[src/rtl/video_frame_monitor.sv]
// video_frame_monitor
// Watches a pixel stream framed by de / end_line / end_frame. It counts pixels
// per line and active lines per frame, and accumulates a rotate-and-add
// checksum over every valid pixel. Per-frame results are published with a
// one-cycle frame_valid pulse. Geometry mismatches against the expected
// H_ACTIVE / V_ACTIVE raise sticky error flags. After NUM_FRAMES captured
// frames the monitor parks in DONE and holds its results.
//
// state     | meaning
// ----------+---------------------------------------------------------------
// IDLE      | disarmed; working counters held at zero
// WAIT_SOF  | armed, waiting for the first end_line&end_frame to align
// CAPTURE   | counting pixels/lines and accumulating the checksum
// DONE      | NUM_FRAMES frames captured; all outputs frozen
module video_frame_monitor #(
  parameter int CH_WIDTH   = 8,
  parameter int CHANNELS   = 3,
  parameter int H_ACTIVE   = 640,
  parameter int V_ACTIVE   = 480,
  parameter int NUM_FRAMES = 1,
  parameter int CNT_W      = 12
) (
  input  logic                         clk,
  input  logic                         reset,
  input  logic                         enable,
  input  logic                         clear,
  input  logic                         de,
  input  logic [CHANNELS*CH_WIDTH-1:0] pixel,
  input  logic                         end_line,
  input  logic                         end_frame,
  output logic [15:0]                  frame_cnt,
  output logic [CNT_W-1:0]             line_pix,
  output logic [CNT_W-1:0]             frame_lines,
  output logic [31:0]                  checksum,
  output logic                         frame_valid,
  output logic                         h_err,
  output logic                         v_err,
  output logic                         done,
  output logic [1:0]                   state
);

  typedef enum logic [1:0] {
    ST_IDLE     = 2'd0,
    ST_WAIT_SOF = 2'd1,
    ST_CAPTURE  = 2'd2,
    ST_DONE     = 2'd3
  } state_e;

  localparam logic [CNT_W-1:0] CNT_MAX    = {CNT_W{1'b1}};
  localparam logic [CNT_W-1:0] H_EXPECT   = CNT_W'(H_ACTIVE);
  localparam logic [CNT_W-1:0] V_EXPECT   = CNT_W'(V_ACTIVE);
  localparam logic [15:0]      FRAMES_TGT = 16'(NUM_FRAMES);
  localparam logic [15:0]      FCNT_MAX   = 16'hFFFF;

  state_e state_q, state_d;

  // Working registers (discarded whenever capture is interrupted)
  logic [CNT_W-1:0] pix_cnt_q, pix_cnt_d;
  logic [CNT_W-1:0] line_cnt_q, line_cnt_d;
  logic [31:0]      acc_q, acc_d;

  // Published results
  logic [15:0]      frame_cnt_q, frame_cnt_d;
  logic [CNT_W-1:0] line_pix_q, line_pix_d;
  logic [CNT_W-1:0] frame_lines_q, frame_lines_d;
  logic [31:0]      checksum_q, checksum_d;
  logic             frame_valid_q, frame_valid_d;
  logic             h_err_q, h_err_d;
  logic             v_err_q, v_err_d;

  // Values as they stand once the current cycle's pixel has been folded in
  logic [31:0]      pix_sum;
  logic [CNT_W-1:0] pix_fin;
  logic [CNT_W-1:0] line_fin;
  logic [31:0]      acc_fin;
  logic [15:0]      frame_cnt_inc;
  logic             line_nz;
  logic             line_bad;
  logic             frame_bad;
  logic             frame_evt;
  logic             capturing;
  logic             frame_last;

  function automatic logic [CNT_W-1:0] sat_inc(input logic [CNT_W-1:0] v);
    return (v == CNT_MAX) ? v : v + 1'b1;
  endfunction

  function automatic logic [31:0] channel_sum(input logic [CHANNELS*CH_WIDTH-1:0] p);
    logic [31:0] s;
    s = '0;
    for (int c = 0; c < CHANNELS; c++) begin
      s = s + 32'(p[c*CH_WIDTH +: CH_WIDTH]);
    end
    return s;
  endfunction

  // Per-cycle arithmetic shared by the FSM and the datapath
  always_comb begin
    frame_evt     = end_line & end_frame;
    capturing     = (state_q == ST_CAPTURE) && enable && !clear;
    pix_sum       = channel_sum(pixel);
    pix_fin       = de ? sat_inc(pix_cnt_q) : pix_cnt_q;
    acc_fin       = de ? ({acc_q[30:0], acc_q[31]} + pix_sum) : acc_q;
    line_nz       = (pix_fin != '0);
    line_fin      = line_nz ? sat_inc(line_cnt_q) : line_cnt_q;
    // An all-ones count means it saturated and the true length is unknown
    line_bad      = (pix_fin != H_EXPECT) || (pix_fin == CNT_MAX);
    frame_bad     = (line_fin != V_EXPECT) || (line_fin == CNT_MAX);
    frame_cnt_inc = (frame_cnt_q == FCNT_MAX) ? frame_cnt_q : frame_cnt_q + 16'd1;
    frame_last    = capturing && frame_evt && (frame_cnt_inc >= FRAMES_TGT);
  end

  // FSM next-state: clear beats enable, enable low beats everything else
  always_comb begin
    state_d = state_q;
    if (clear) begin
      state_d = enable ? ST_WAIT_SOF : ST_IDLE;
    end else if (!enable) begin
      state_d = ST_IDLE;
    end else begin
      case (state_q)
        ST_IDLE:     state_d = ST_WAIT_SOF;
        ST_WAIT_SOF: if (frame_evt) state_d = ST_CAPTURE;
        ST_CAPTURE:  if (frame_last) state_d = ST_DONE;
        ST_DONE:     state_d = ST_DONE;
        default:     state_d = ST_IDLE;
      endcase
    end
  end

  // FSM state register
  always_ff @(posedge clk or posedge reset) begin
    if (reset) begin
      state_q <= ST_IDLE;
    end else begin
      state_q <= state_d;
    end
  end

  // Datapath next-state: counting, line/frame closing and result publishing
  always_comb begin
    pix_cnt_d     = pix_cnt_q;
    line_cnt_d    = line_cnt_q;
    acc_d         = acc_q;
    frame_cnt_d   = frame_cnt_q;
    line_pix_d    = line_pix_q;
    frame_lines_d = frame_lines_q;
    checksum_d    = checksum_q;
    frame_valid_d = 1'b0;
    h_err_d       = h_err_q;
    v_err_d       = v_err_q;

    if (clear) begin
      pix_cnt_d     = '0;
      line_cnt_d    = '0;
      acc_d         = '0;
      frame_cnt_d   = '0;
      line_pix_d    = '0;
      frame_lines_d = '0;
      checksum_d    = '0;
      h_err_d       = 1'b0;
      v_err_d       = 1'b0;
    end else if (!capturing) begin
      // Outside CAPTURE any partial frame is dropped; published values stay
      pix_cnt_d  = '0;
      line_cnt_d = '0;
      acc_d      = '0;
    end else begin
      pix_cnt_d = pix_fin;
      acc_d     = acc_fin;

      if (end_line) begin
        pix_cnt_d = '0;
        // Blanking lines leave line_pix, line_cnt and h_err untouched
        if (line_nz) begin
          line_pix_d = pix_fin;
          line_cnt_d = line_fin;
          if (line_bad) h_err_d = 1'b1;
        end
      end

      if (frame_evt) begin
        frame_lines_d = line_fin;
        checksum_d    = acc_fin;
        frame_cnt_d   = frame_cnt_inc;
        frame_valid_d = 1'b1;
        if (frame_bad) v_err_d = 1'b1;
        line_cnt_d    = '0;
        acc_d         = '0;
      end
    end
  end

  // Datapath registers
  always_ff @(posedge clk or posedge reset) begin
    if (reset) begin
      pix_cnt_q     <= '0;
      line_cnt_q    <= '0;
      acc_q         <= '0;
      frame_cnt_q   <= '0;
      line_pix_q    <= '0;
      frame_lines_q <= '0;
      checksum_q    <= '0;
      frame_valid_q <= 1'b0;
      h_err_q       <= 1'b0;
      v_err_q       <= 1'b0;
    end else begin
      pix_cnt_q     <= pix_cnt_d;
      line_cnt_q    <= line_cnt_d;
      acc_q         <= acc_d;
      frame_cnt_q   <= frame_cnt_d;
      line_pix_q    <= line_pix_d;
      frame_lines_q <= frame_lines_d;
      checksum_q    <= checksum_d;
      frame_valid_q <= frame_valid_d;
      h_err_q       <= h_err_d;
      v_err_q       <= v_err_d;
    end
  end

  assign frame_cnt   = frame_cnt_q;
  assign line_pix    = line_pix_q;
  assign frame_lines = frame_lines_q;
  assign checksum    = checksum_q;
  assign frame_valid = frame_valid_q;
  assign h_err       = h_err_q;
  assign v_err       = v_err_q;
  assign done        = (state_q == ST_DONE);
  assign state       = state_q;

endmodule

[config.mk]
export PLATFORM = sky130hd
export DESIGN_NAME = video_frame_monitor
export DESIGN_NICKNAME = d
export VERILOG_FILES = /design/src/rtl/video_frame_monitor.sv
export SDC_FILE = /design/constraint.sdc
export NUM_CORES = 1
export LEC_CHECK = 0
export BUFFER_PORTS_ARGS = -buffer_cell sky130_fd_sc_hd__clkbuf_2
export CAP_MARGIN = 25
export CORE_MARGIN = 1
export CORE_UTILIZATION = 63
export CTS_CLUSTER_SIZE = 20
export DETAILED_ROUTE_END_ITERATION = 10
export MAX_ROUTING_LAYER = met4
export PLACE_DENSITY = 0.95
export SYNTH_ARGS = -nofsm -noshare
export SYNTH_HDL_FRONTEND = slang
export SYNTH_SLANG_ARGS = --single-unit
[constraint.sdc]
create_clock -name clk -period 7.2 [get_ports clk]
set_clock_uncertainty 0.1 [all_clocks]
set_input_delay 1.08 -clock clk [delete_from_list [all_inputs] [get_ports clk]]
set_output_delay 1.08 -clock clk [all_outputs]
set_load 0.01 [all_outputs]
==> impl_results.md, run 1 <==
* Outcome: finished, violations left
* Failing checks: design-rule violations
* Half-perimeter wire length after placement at 11.76 mm
* Core area at 11610 um^2
* Share of cells above drive strength 1 at 17.41%
* Worst-path clk slew at 0.06 ns
* Worst Hold End: frame_lines[7]
* Period utilization at 68.25%
* DRC viols at 8
* Internal power consumption at 1293 uW
* Die Height at 112.0 um
* Most frequent cell after synthesis: dfrtp_1
* RSZ-0062 raised after global routing: no
* Final net count at 991
* Crit end category: register
* Setup slack at placement at 1.907 ns
* Hold Startpoint: frame_lines[7]
* Setup TNS after final layout at 0 ns
* Hold buffer count at cts at 0
* Top cells by count, synth: dfrtp_1, nor2_1, nand2_1, o21ai_0, inv_1
* TritonCTS clock tree: yes
* Power density over cell area at 196.9 nW/um^2
* Io pins at 109
* Worst r2r src: pix_cnt_q[0]
* # diodes at 0
* Wire per inst at 16.25 um
* Worst path depth at 16
* First-pass GRT wire length at 29.68 mm
* Skew-Pair Late Insertion Delay at 0.42 ns
* CP Cell Sequence: clkbuf_2 -> inv_1 -> fa_1 -> fa_1 -> inv_1 -> ha_1 -> fa_1 -> a21o_1 -> a21oi_1 -> o21bai_1 -> a21oi_1 -> o21bai_1 -> a21oi_1 -> nor2_1 -> xnor2_1 -> a211oi_1
* Final hold viol count at 0
* Clock power frac at 46.5%
* Worst Path Required at 7.42 ns
* Final non-filler cell total at 1085
* Part of the Yosys area used for sequential elements at 43.64%
* P_sw at 431.3 uW
* Placement Rows at 39
* Critical Path Fanout Max at 9
* Dpl cells at 1054
* Antenna violations before repair at 0
* R2R cell count at 10
* Post-Syn Area per Cell at 9.036 um^2
* FILL cells at 815
* Top cell type's share of synthesized area at 43.64%
* Slew Viols, Final at 0
* Area Overhead vs Synth at 14.86%
* Cells after synthesis at 844
* Clk sinks at 133
* Post-Syn Area at 7626 um^2
* CP bufs+invs at 3
* Top cell family by delay on the critical path: compound AO/OA/AOI/OAI gates
* Hold crit path type: reg -> reg
* Setup ws final at 2.286 ns
* Distinct cells, synth at 61
* Vias per inst at 5.998
* Maximum resistive drop on vdd at 0.1789 mV
* Detailed-route via count at 6508
* Routed WL at 17.63 mm
* CTS-repair resized insts at 0
* Ys flop type: dfrtp_1
* Max incr delay on CP at 0.68 ns
* Synth top area cells: dfrtp_1, nor2_1, o21ai_0
* Die area at 12550 um^2
* Min Tclk post-route at 4.914 ns
* Htree depth at 4
* Sequential share of power at 43.5%
* Slowest stage cell on the critical path: a21oi_1
* Sw frac at 25.01%
* Max-Cap Viols at 0
* Gr usage total at 30.71%
* Slew HR at 34.62%
* Area leader, netlist: dfrtp_1
* Port Buffers at 108
* Yosys Warn Count at 0
* Post-CTS Setup Bufs at 0
* WHS Path Cells at 2
* CTS root buf: clkbuf_16
* Die Wd at 112.0 um
* Yosys reg bits at 133
* Vias in the first global route at 6235
* Peak Freq at 0.2035 GHz
* CTS Buffer Depth at 2
* Least-Margin Pin Slew at 0.9783 ns
* Drt initial violations at 640
* CP Launch Type: primary input
* Routed Antenna Nets at 0
* Hold slack at 0.3763 ns
* Comb power frac at 10.0%
* Pin count of the biggest net entering global routing at 73
* Mapped Nets at 905
* Worst reg-to-reg setup slack at 2.94 ns
* TritonCTS Buffers at 17
* Reg-to-reg endpoint: line_cnt_q[2]
* WS Path Type: in -> reg
* Pleak at 0.004109 uW
* Starting density of the core at 65.66%
* Arr. time, crit path at 5.13 ns
* Final setup fails at 0
* Grt ovf at 0
* Pre-antenna DRT Iters at 9
* GP Congestion at 0.9369
* Post-synth ARST share at 100.0%
* EDFF count, synth at 0
==> power groups by stage <==
| stage | Combinational, uW | Sequential (uW) | Clock, uW |
|---|---|---|---|
| after floorplan | 128 | 763 | 0 |
| after global placement | 162 | 763 | 0 |
| after detailed placement | 169 | 763 | 0 |
| after CTS | 173 | 750 | 814 |
| after global routing | 193 | 750 | 847 |
| final | 172 | 750 | 802 |
==> cell families after synthesis <==
group,share of synthesized area (%)
DFF,43.64
buffers and inverters,5.562
adders and majority gates,6.497
muxes,2.953
and+or+nand+nor,18.85
AOI/OAI and AO/OA,16.41
xor gates and xnor gates,6.087
==> per-stage QoR <==
step	utilization, %	power (uW)	area (um^2)
2_1_floorplan	-	891.5	7626
3_3_place_gp	70.69	925.1	8209
3_5_place_dp	70.69	932.6	8209
4_1_cts	75.43	1737	8760
5_1_grt	75.43	1790	8760
6_report	75.43	1724	8760
==> per-layer routing <==
metal  vias to the layer above  wire (um)  track usage, %
met3                        19       1257           6.533
met1                      3127       7271           37.77
li1                       3085          -               -
met5                         -          0               -
met4                         0        208           9.600
met2                       277       8889           51.10
==> layout make-up <==
type | instances | area (um^2) | area share [%]
clock buffers | 18 | 439.2 | 5.014
flip-flops and latches | 133 | 3328 | 37.99
inverters | 62 | 235.2 | 2.685
repair buffers | 114 | 585.6 | 6.685
clock inverters | 13 | 111.4 | 1.271
well taps | 143 | 178.9 | 2.043
multi-input cells | 602 | 3881 | 44.31
==> worst register-to-register path, stage by stage (launching register included) <==
cell and delay (ns):
dfrtp_1 0.51, ha_1 0.34, nand4_1 0.24, o41ai_4 0.39, a22oi_2 0.08, or4_1 0.66, o311ai_4 0.89, or3_1 0.55
a21oi_1 0.07, o21ai_0 0.19, o31ai_1 0.10
==> placed cells by master, fill, tap and decap left out, drive strengths merged, types with 18 or more instances in the layout <==
cell type and instances:
inv 61, dfrtp 133, nor2 123, xor2 20, nand2 72, a21oi 37, a211oi 19, nand3 20
a22oi 19, xnor2 33, clkbuf 126, mux2i 18, o21ai 67
==> worst max-delay path by stage <==
stage,start,to,slack [ns]
2_1_floorplan,reset,acc_q[0],2.47
3_3_place_gp,pixel[2],checksum[28],2.06
3_5_place_dp,pixel[1],acc_q[25],1.91
4_1_cts,pixel[1],acc_q[21],2.36
5_1_grt,pixel[1],acc_q[31],2.07
6_report,pixel[1],acc_q[21],2.29
==> registers in the layout, indices dropped and copies added, names as in the netlist <==
signal	count
acc_q	32
checksum	32
frame_cnt	16
frame_lines	12
line_cnt_q	12
line_pix	12
pix_cnt_q	12
state	2
frame_valid	1
h_err	1
v_err	1
Note: power is estimated with default switching activity, not from simulation.
==> run 2, diff against run 1 <==
--- a/config.mk
+++ b/config.mk
@@ -8,11 +8,11 @@
 export BUFFER_PORTS_ARGS = -buffer_cell sky130_fd_sc_hd__clkbuf_2
 export CAP_MARGIN = 25
 export CORE_MARGIN = 1
-export CORE_UTILIZATION = 63
+export CORE_UTILIZATION = 52
 export CTS_CLUSTER_SIZE = 20
 export DETAILED_ROUTE_END_ITERATION = 10
 export MAX_ROUTING_LAYER = met4
-export PLACE_DENSITY = 0.95
+export PLACE_DENSITY = 0.88
 export SYNTH_ARGS = -nofsm -noshare
 export SYNTH_HDL_FRONTEND = slang
 export SYNTH_SLANG_ARGS = --single-unit
==> constraint.sdc (replaced) <==
create_clock -name clk -period 4 [get_ports clk]
set_clock_uncertainty 0.1 [all_clocks]
set_input_delay 0.6 -clock clk [delete_from_list [all_inputs] [get_ports clk]]
set_output_delay 0.6 -clock clk [all_outputs]
set_load 0.01 [all_outputs]
==> run 2 against run 1 <==
Against the previous run: the run now ends clean; worst hold slack lost 0.15 ns; via count grew 1.1%; critical path depth grew 1; final cell count grew 4.8%; register-to-register slack lost 2.5 ns; clock power grew 92%; largest power group unchanged.
==> impl_results.md, run 2 (synthesis gave the netlist of run 1 again) <==
* Vias in the first global route at 6358 (was 6235)
* Grt ovf at 0 (unchanged)
* Period utilization at 95.17%
* Maximum resistive drop on vdd at 0.3088 mV (was 0.1789 mV)
* Final setup fails at 0 (unchanged)
* Most common cell after layout, fill and taps aside: dfrtp_1 (unchanged)
* Power density over cell area at 358.6 nW/um^2 (was 196.9 nW/um^2)
* FILL cells at 1127 (was 815)
* Min Tclk post-route at 3.807 ns
* Antenna violations before repair at 0 (unchanged)
* Wire per inst at 16.39 um (was 16.25 um)
* Die area at 15150 um^2 (was 12550 um^2)
* Routed Antenna Nets at 0 (unchanged)
* WS Path Type: in -> reg (unchanged)
* Peak Freq at 0.2627 GHz
* Slew Viols, Final at 0 (unchanged)
* CTS root buf: clkbuf_16 (unchanged)
* CP Launch Type: primary input (unchanged)
* Final non-filler cell total at 1137 (was 1085)
* Final net count at 1006 (was 991)
* CTS Buffer Depth at 2 (unchanged)
* Gr usage total at 27.02% (was 30.71%)
* Detailed-route via count at 6578 (was 6508)
* Core area at 14100 um^2 (was 11610 um^2)
* First-pass GRT wire length at 30.86 mm (was 29.68 mm)
* Outcome: completed (was finished, violations left)
* Hold crit path type: in -> async (was reg -> reg)
* GP Congestion at 0.8846 (was 0.9369)
* Io pins at 109 (unchanged)
* Most frequent cells in the layout: dfrtp_1, nor2_1, clkbuf_2, nand2_1, o21ai_0 (unchanged)
* Crit end category: register (unchanged)
* Least-Margin Pin Slew at 0.9824 ns (was 0.9783 ns)
* Port Buffers at 108 (unchanged)
* Placement Rows at 43 (was 39)
* Setup ws final at 0.1933 ns (was 2.286 ns)
* Pre-antenna DRT Iters at 5 (was 9)
* Half-perimeter wire length after placement at 12.60 mm (was 11.76 mm)
* Routed WL at 18.64 mm (was 17.63 mm)
* Vias per inst at 5.785 (was 5.998)
* Post-CTS Setup Bufs at 0 (unchanged)
* Area Overhead vs Synth at 17.95% (was 14.86%)
* Htree depth at 4 (unchanged)
* Share of cells above drive strength 1 at 19.33% (was 17.41%)
* Slew HR at 34.35% (was 34.62%)
* Pin count of the biggest net entering global routing at 67 (was 73)
* Pleak at 0.004203 uW (was 0.004109 uW)
* Max-Cap Viols at 0 (unchanged)
* Skew-Pair Late Insertion Delay at 0.43 ns (was 0.42 ns)
* Worst-path clk slew at 0.06 ns (about the same)
* Die Height at 123.1 um (was 112.0 um)
* # diodes at 0 (unchanged)
* Hold buffer count at cts at 0 (unchanged)
* Clk sinks at 133 (unchanged)
* Drt initial violations at 553 (was 640)
* Dpl cells at 1106 (was 1054)
* Die Wd at 123.1 um (was 112.0 um)
* Starting density of the core at 54.10% (was 65.66%)
* DRC viols at 0 (was 8)
* Total power at 3225 uW (was 1724 uW)
* Arr. time, crit path at 3.98 ns (was 5.13 ns)
* Setup slack at placement at -0.3445 ns (was 1.907 ns)
* TritonCTS clock tree: yes (unchanged)
* Worst Path Required at 4.18 ns (was 7.42 ns)
* TritonCTS Buffers at 17 (unchanged)
* Final hold viol count at 0 (unchanged)
* Critical Path Fanout Max at 9 (unchanged)
-- run 2: cell types whose count changed in the layout (fill, tap and decap cells not counted), sizes merged --
cell | before | now
clkinv | 9 | 5
bufinv | 1 | 2
inv | 61 | 60
buf | 6 | 21
clkbuf | 126 | 130
-- run 2: stage by stage --
stage               utilization (%)  cell area (um^2)  hold WS [ns]  setup TNS, ns
floorplan                         -              7641        0.3851              0
detailed placement            59.54              8393        0.3715         -10.13
global placement              59.54              8393        0.3611         -7.195
CTS                           63.63              8970        0.2404              0
global route                  63.81              8995        0.2833      -0.002104
finish                        63.81              8995        0.2215              0
-- run 2: power breakdown --
part	total [uW]	leakage [uW]	internal, uW	switching (uW)
registers	1350	0.00186	1350	2.65
logic	332	0.00207	133	199
clock network	1540	0.000278	957	586
-- run 2: critical path, stage by stage --
cell,delay (ns)
clkbuf_2,0.08
inv_1,0.04
fa_1,0.50
fa_1,0.52
inv_1,0.04
ha_1,0.22
fa_1,0.42
a21o_1,0.21
a21oi_2,0.17
o21bai_1,0.10
a21oi_2,0.20
o21bai_2,0.12
a21oi_2,0.14
buf_4,0.18
nor3_1,0.08
xnor2_1,0.24
o21ai_0,0.13
-- run 2: layout make-up --
type	count	area, um^2	share of cell area (%)
multi-input combinational	602	3918	43.55
sequential	133	3328	37.00
timing repair buffer	129	710.7	7.901
clock buffer	22	474.2	5.272
inverter	62	236.5	2.629
tap	180	225.2	2.504
clock inverter	9	102.6	1.141
-- run 2: final timing paths --
| check | from | to | slack (ns) | depth (start not counted) |
|---|---|---|---|---|
| max in group asynchronous | reset | line_pix[7] | 2.67 | 3 |
| worst max-delay path | pixel[1] | checksum[25] | 0.19 | 17 |
| worst min register to register | frame_lines[8] | frame_lines[8] | 0.38 | 2 |
| min in group clk | frame_lines[8] | frame_lines[8] | 0.38 | 2 |
| worst min-delay path | reset | acc_q[19] | 0.22 | 2 |
| worst max register to register | pix_cnt_q[0] | line_cnt_q[4] | 0.42 | 11 |
-- run 2: layer usage --
layer  global-route usage [%]  vias up  share of wire, %
met1                    34.37     3241                43
met3                    5.858       20               6.0
li1                         -     3110                 -
met2                    43.26      207                50
met4                    8.434        0               1.3
met5                        -        -                 0
-- run 2: repair_timing --
action,CTS,global route
endpoints found under the hold margin,0,0
endpoints found under the setup margin,0,24
resized for setup,0,6
==> run 3, diff against run 2 <==
--- a/config.mk
+++ b/config.mk
@@ -8,11 +8,12 @@
 export BUFFER_PORTS_ARGS = -buffer_cell sky130_fd_sc_hd__clkbuf_2
 export CAP_MARGIN = 25
 export CORE_MARGIN = 1
-export CORE_UTILIZATION = 52
+export CORE_UTILIZATION = 54
+export CTS_BUF_LIST = sky130_fd_sc_hd__clkbuf_4 sky130_fd_sc_hd__clkbuf_8
 export CTS_CLUSTER_SIZE = 20
 export DETAILED_ROUTE_END_ITERATION = 10
 export MAX_ROUTING_LAYER = met4
-export PLACE_DENSITY = 0.88
+export PLACE_DENSITY = 0.91
 export SYNTH_ARGS = -nofsm -noshare
 export SYNTH_HDL_FRONTEND = slang
 export SYNTH_SLANG_ARGS = --single-unit
==> run 3 against run 2 <==
Against the previous run: first-iteration DRC count fell by 7.2%; combinational power is 1% higher; utilization decreased by 0.21 points; design area shrank 2.2%; worst hold slack got worse by 0.11 ns; global-route usage barely moved; routed wire length is 3.5% lower; power shrank 14%; sequential share of layout area up 0.84 points; critical path type unchanged; critical endpoint is now checksum[23].
==> impl_results.md, run 3 (synthesis gave the netlist of run 1 again) <==
* Final setup fails at 0 (unchanged)
* Hold slack at 0.1125 ns (was 0.2215 ns)
* Die Height at 120.8 um (was 123.1 um)
* Pre-antenna DRT Iters at 5 (unchanged)
* Final hold viol count at 0 (unchanged)
* Routed Antenna Nets at 0 (unchanged)
* CTS root buf: clkbuf_8 (was clkbuf_16)
* Pin count of the biggest net entering global routing at 105 (was 67)
* Starting density of the core at 55.15% (was 54.10%)
* Vias per inst at 5.731 (was 5.785)
* Port Buffers at 108 (unchanged)
* Htree depth at 4 (unchanged)
* Share of cells above drive strength 1 at 19.58% (was 19.33%)
* Peak Freq at 0.2631 GHz (was 0.2627 GHz)
* DRC viols at 0 (unchanged)
* Period utilization at 95.01% (was 95.17%)
* TritonCTS clock tree: yes (unchanged)
* Arr. time, crit path at 4.01 ns (was 3.98 ns)
* Final net count at 1008 (was 1006)
* CTS Buffer Depth at 2 (unchanged)
* Placement Rows at 43 (unchanged)
* TritonCTS Buffers at 17 (unchanged)
* Crit end category: register (unchanged)
* FILL cells at 1108 (was 1127)
* CP Launch Point: pixel[1] (unchanged)
* Slew Viols, Final at 0 (unchanged)
* Io pins at 109 (unchanged)
* Power density over cell area at 314.0 nW/um^2 (was 358.6 nW/um^2)
* Wire per inst at 15.78 um (was 16.39 um)
* Grt ovf at 0 (unchanged)
* Skew-Pair Late Insertion Delay at 0.46 ns (was 0.43 ns)
* Vias in the first global route at 6198 (was 6358)
* GP Congestion at 0.8993 (was 0.8846)
* Least-Margin Pin Slew at 0.7245 ns (was 0.9824 ns)
* Die Wd at 120.8 um (was 123.1 um)
* First-pass GRT wire length at 29.97 mm (was 30.86 mm)
* Drt initial violations at 513 (was 553)
* # diodes at 0 (unchanged)
* Routed WL at 17.99 mm (was 18.64 mm)
* Worst-path clk slew at 0.08 ns (was 0.06 ns)
* Die area at 14600 um^2 (was 15150 um^2)
* WS Path Type: in -> reg (unchanged)
* Core area at 13830 um^2 (was 14100 um^2)
* Outcome: completed (unchanged)
* Area Overhead vs Synth at 15.32% (was 17.95%)
* Setup TNS after final layout at 0 ns (unchanged)
* Maximum resistive drop on vdd at 0.2296 mV (was 0.3088 mV)
* Worst Path Required at 4.21 ns (was 4.18 ns)
* Clk sinks at 133 (unchanged)
* Critical Path Fanout Max at 5 (was 9)
* Min Tclk post-route at 3.800 ns (was 3.807 ns)
* Max-Cap Viols at 0 (unchanged)
* Hold crit path type: in -> async (unchanged)
* Half-perimeter wire length after placement at 12.45 mm (was 12.60 mm)
* Pleak at 0.004125 uW (was 0.004203 uW)
* Most frequent cells in the layout: dfrtp_1, nor2_1, clkbuf_2, nand2_1, o21ai_0 (unchanged)
* Worst r2r src: pix_cnt_q[0] (unchanged)
* CP Launch Type: primary input (unchanged)
* Antenna violations before repair at 0 (unchanged)
* Gr usage total at 26.99% (was 27.02%)
* Most common cell after layout, fill and taps aside: dfrtp_1 (unchanged)
* Slew HR at 51.33% (was 34.35%)
* Detailed-route via count at 6533 (was 6578)
## run 3: cell types whose count changed in the layout (fill, tap and decap cells not counted), sizes merged
cell	before	now
clkinvlp	4	3
clkinv	5	8
buf	21	23
bufinv	2	1
## run 3: power breakdown
group	switching [uW]	internal [uW]
registers	2.55	1350
logic	201	135
clock network	531	546
total	735	2030
## run 3: per-layer routing
layer	GRT usage (%)	part of all wire, %
met5	-	0
met2	43.25	51
met1	33.86	42
met3	5.236	5.3
met4	10.42	1.7
## run 3: stage by stage
| stage | power, uW | instance area, um^2 | cells | setup WS [ns] | utilization (%) |
|---|---|---|---|---|---|
| finish | 2761 | 8795 | 1140 | 0.1997 | 63.61 |
| detailed placement | 1700 | 8401 | 1107 | -0.3598 | 60.75 |
| global placement | 1684 | 8401 | 1107 | -0.2271 | 60.75 |
| CTS | 2774 | 8771 | 1139 | 0.1302 | 63.43 |
| floorplan | 1608 | 7641 | 844 | 0.007327 | - |
| global route | 2878 | 8795 | 1140 | -0.03626 | 63.61 |
## run 3: cell type report
type,instances,area (um^2),area share [%]
multi-input cells,602,3909,44.44
flip-flops and latches,133,3328,37.84
repair buffers,131,725.7,8.252
clock buffers,22,290.3,3.301
inverters,62,236.5,2.689
well taps,180,225.2,2.561
clock inverters,10,80.08,0.9105
## run 3: worst paths after layout
path,end,slack [ns],cells past startpoint
worst max-delay path,checksum[23],0.20,17
worst min-delay path,frame_cnt[1],0.11,2
worst max register to register,v_err,0.26,10
worst min register to register,frame_lines[11],0.38,2
max in group asynchronous,line_pix[2],2.75,3
min in group clk,state[1],0.36,2
## run 3: what timing repair did
item | 4_1_cts | 5_1_grt
resized for setup | 0 | 4
hold buffers | 0 | 0
setup buffers | 0 | 1
endpoints found under the setup margin | 0 | 21
## run 3: worst max-delay path: stages
cell and delay, ns:
clkbuf_2 0.07, inv_1 0.05, fa_1 0.50, fa_1 0.51, inv_1 0.04, ha_1 0.21, fa_1 0.41, a21o_1 0.21
a21oi_2 0.18, o21bai_1 0.10, a21oi_2 0.16, o21bai_1 0.14, a21oi_2 0.20, buf_4 0.16, nor3_1 0.05, xnor2_1 0.25
o21ai_0 0.14
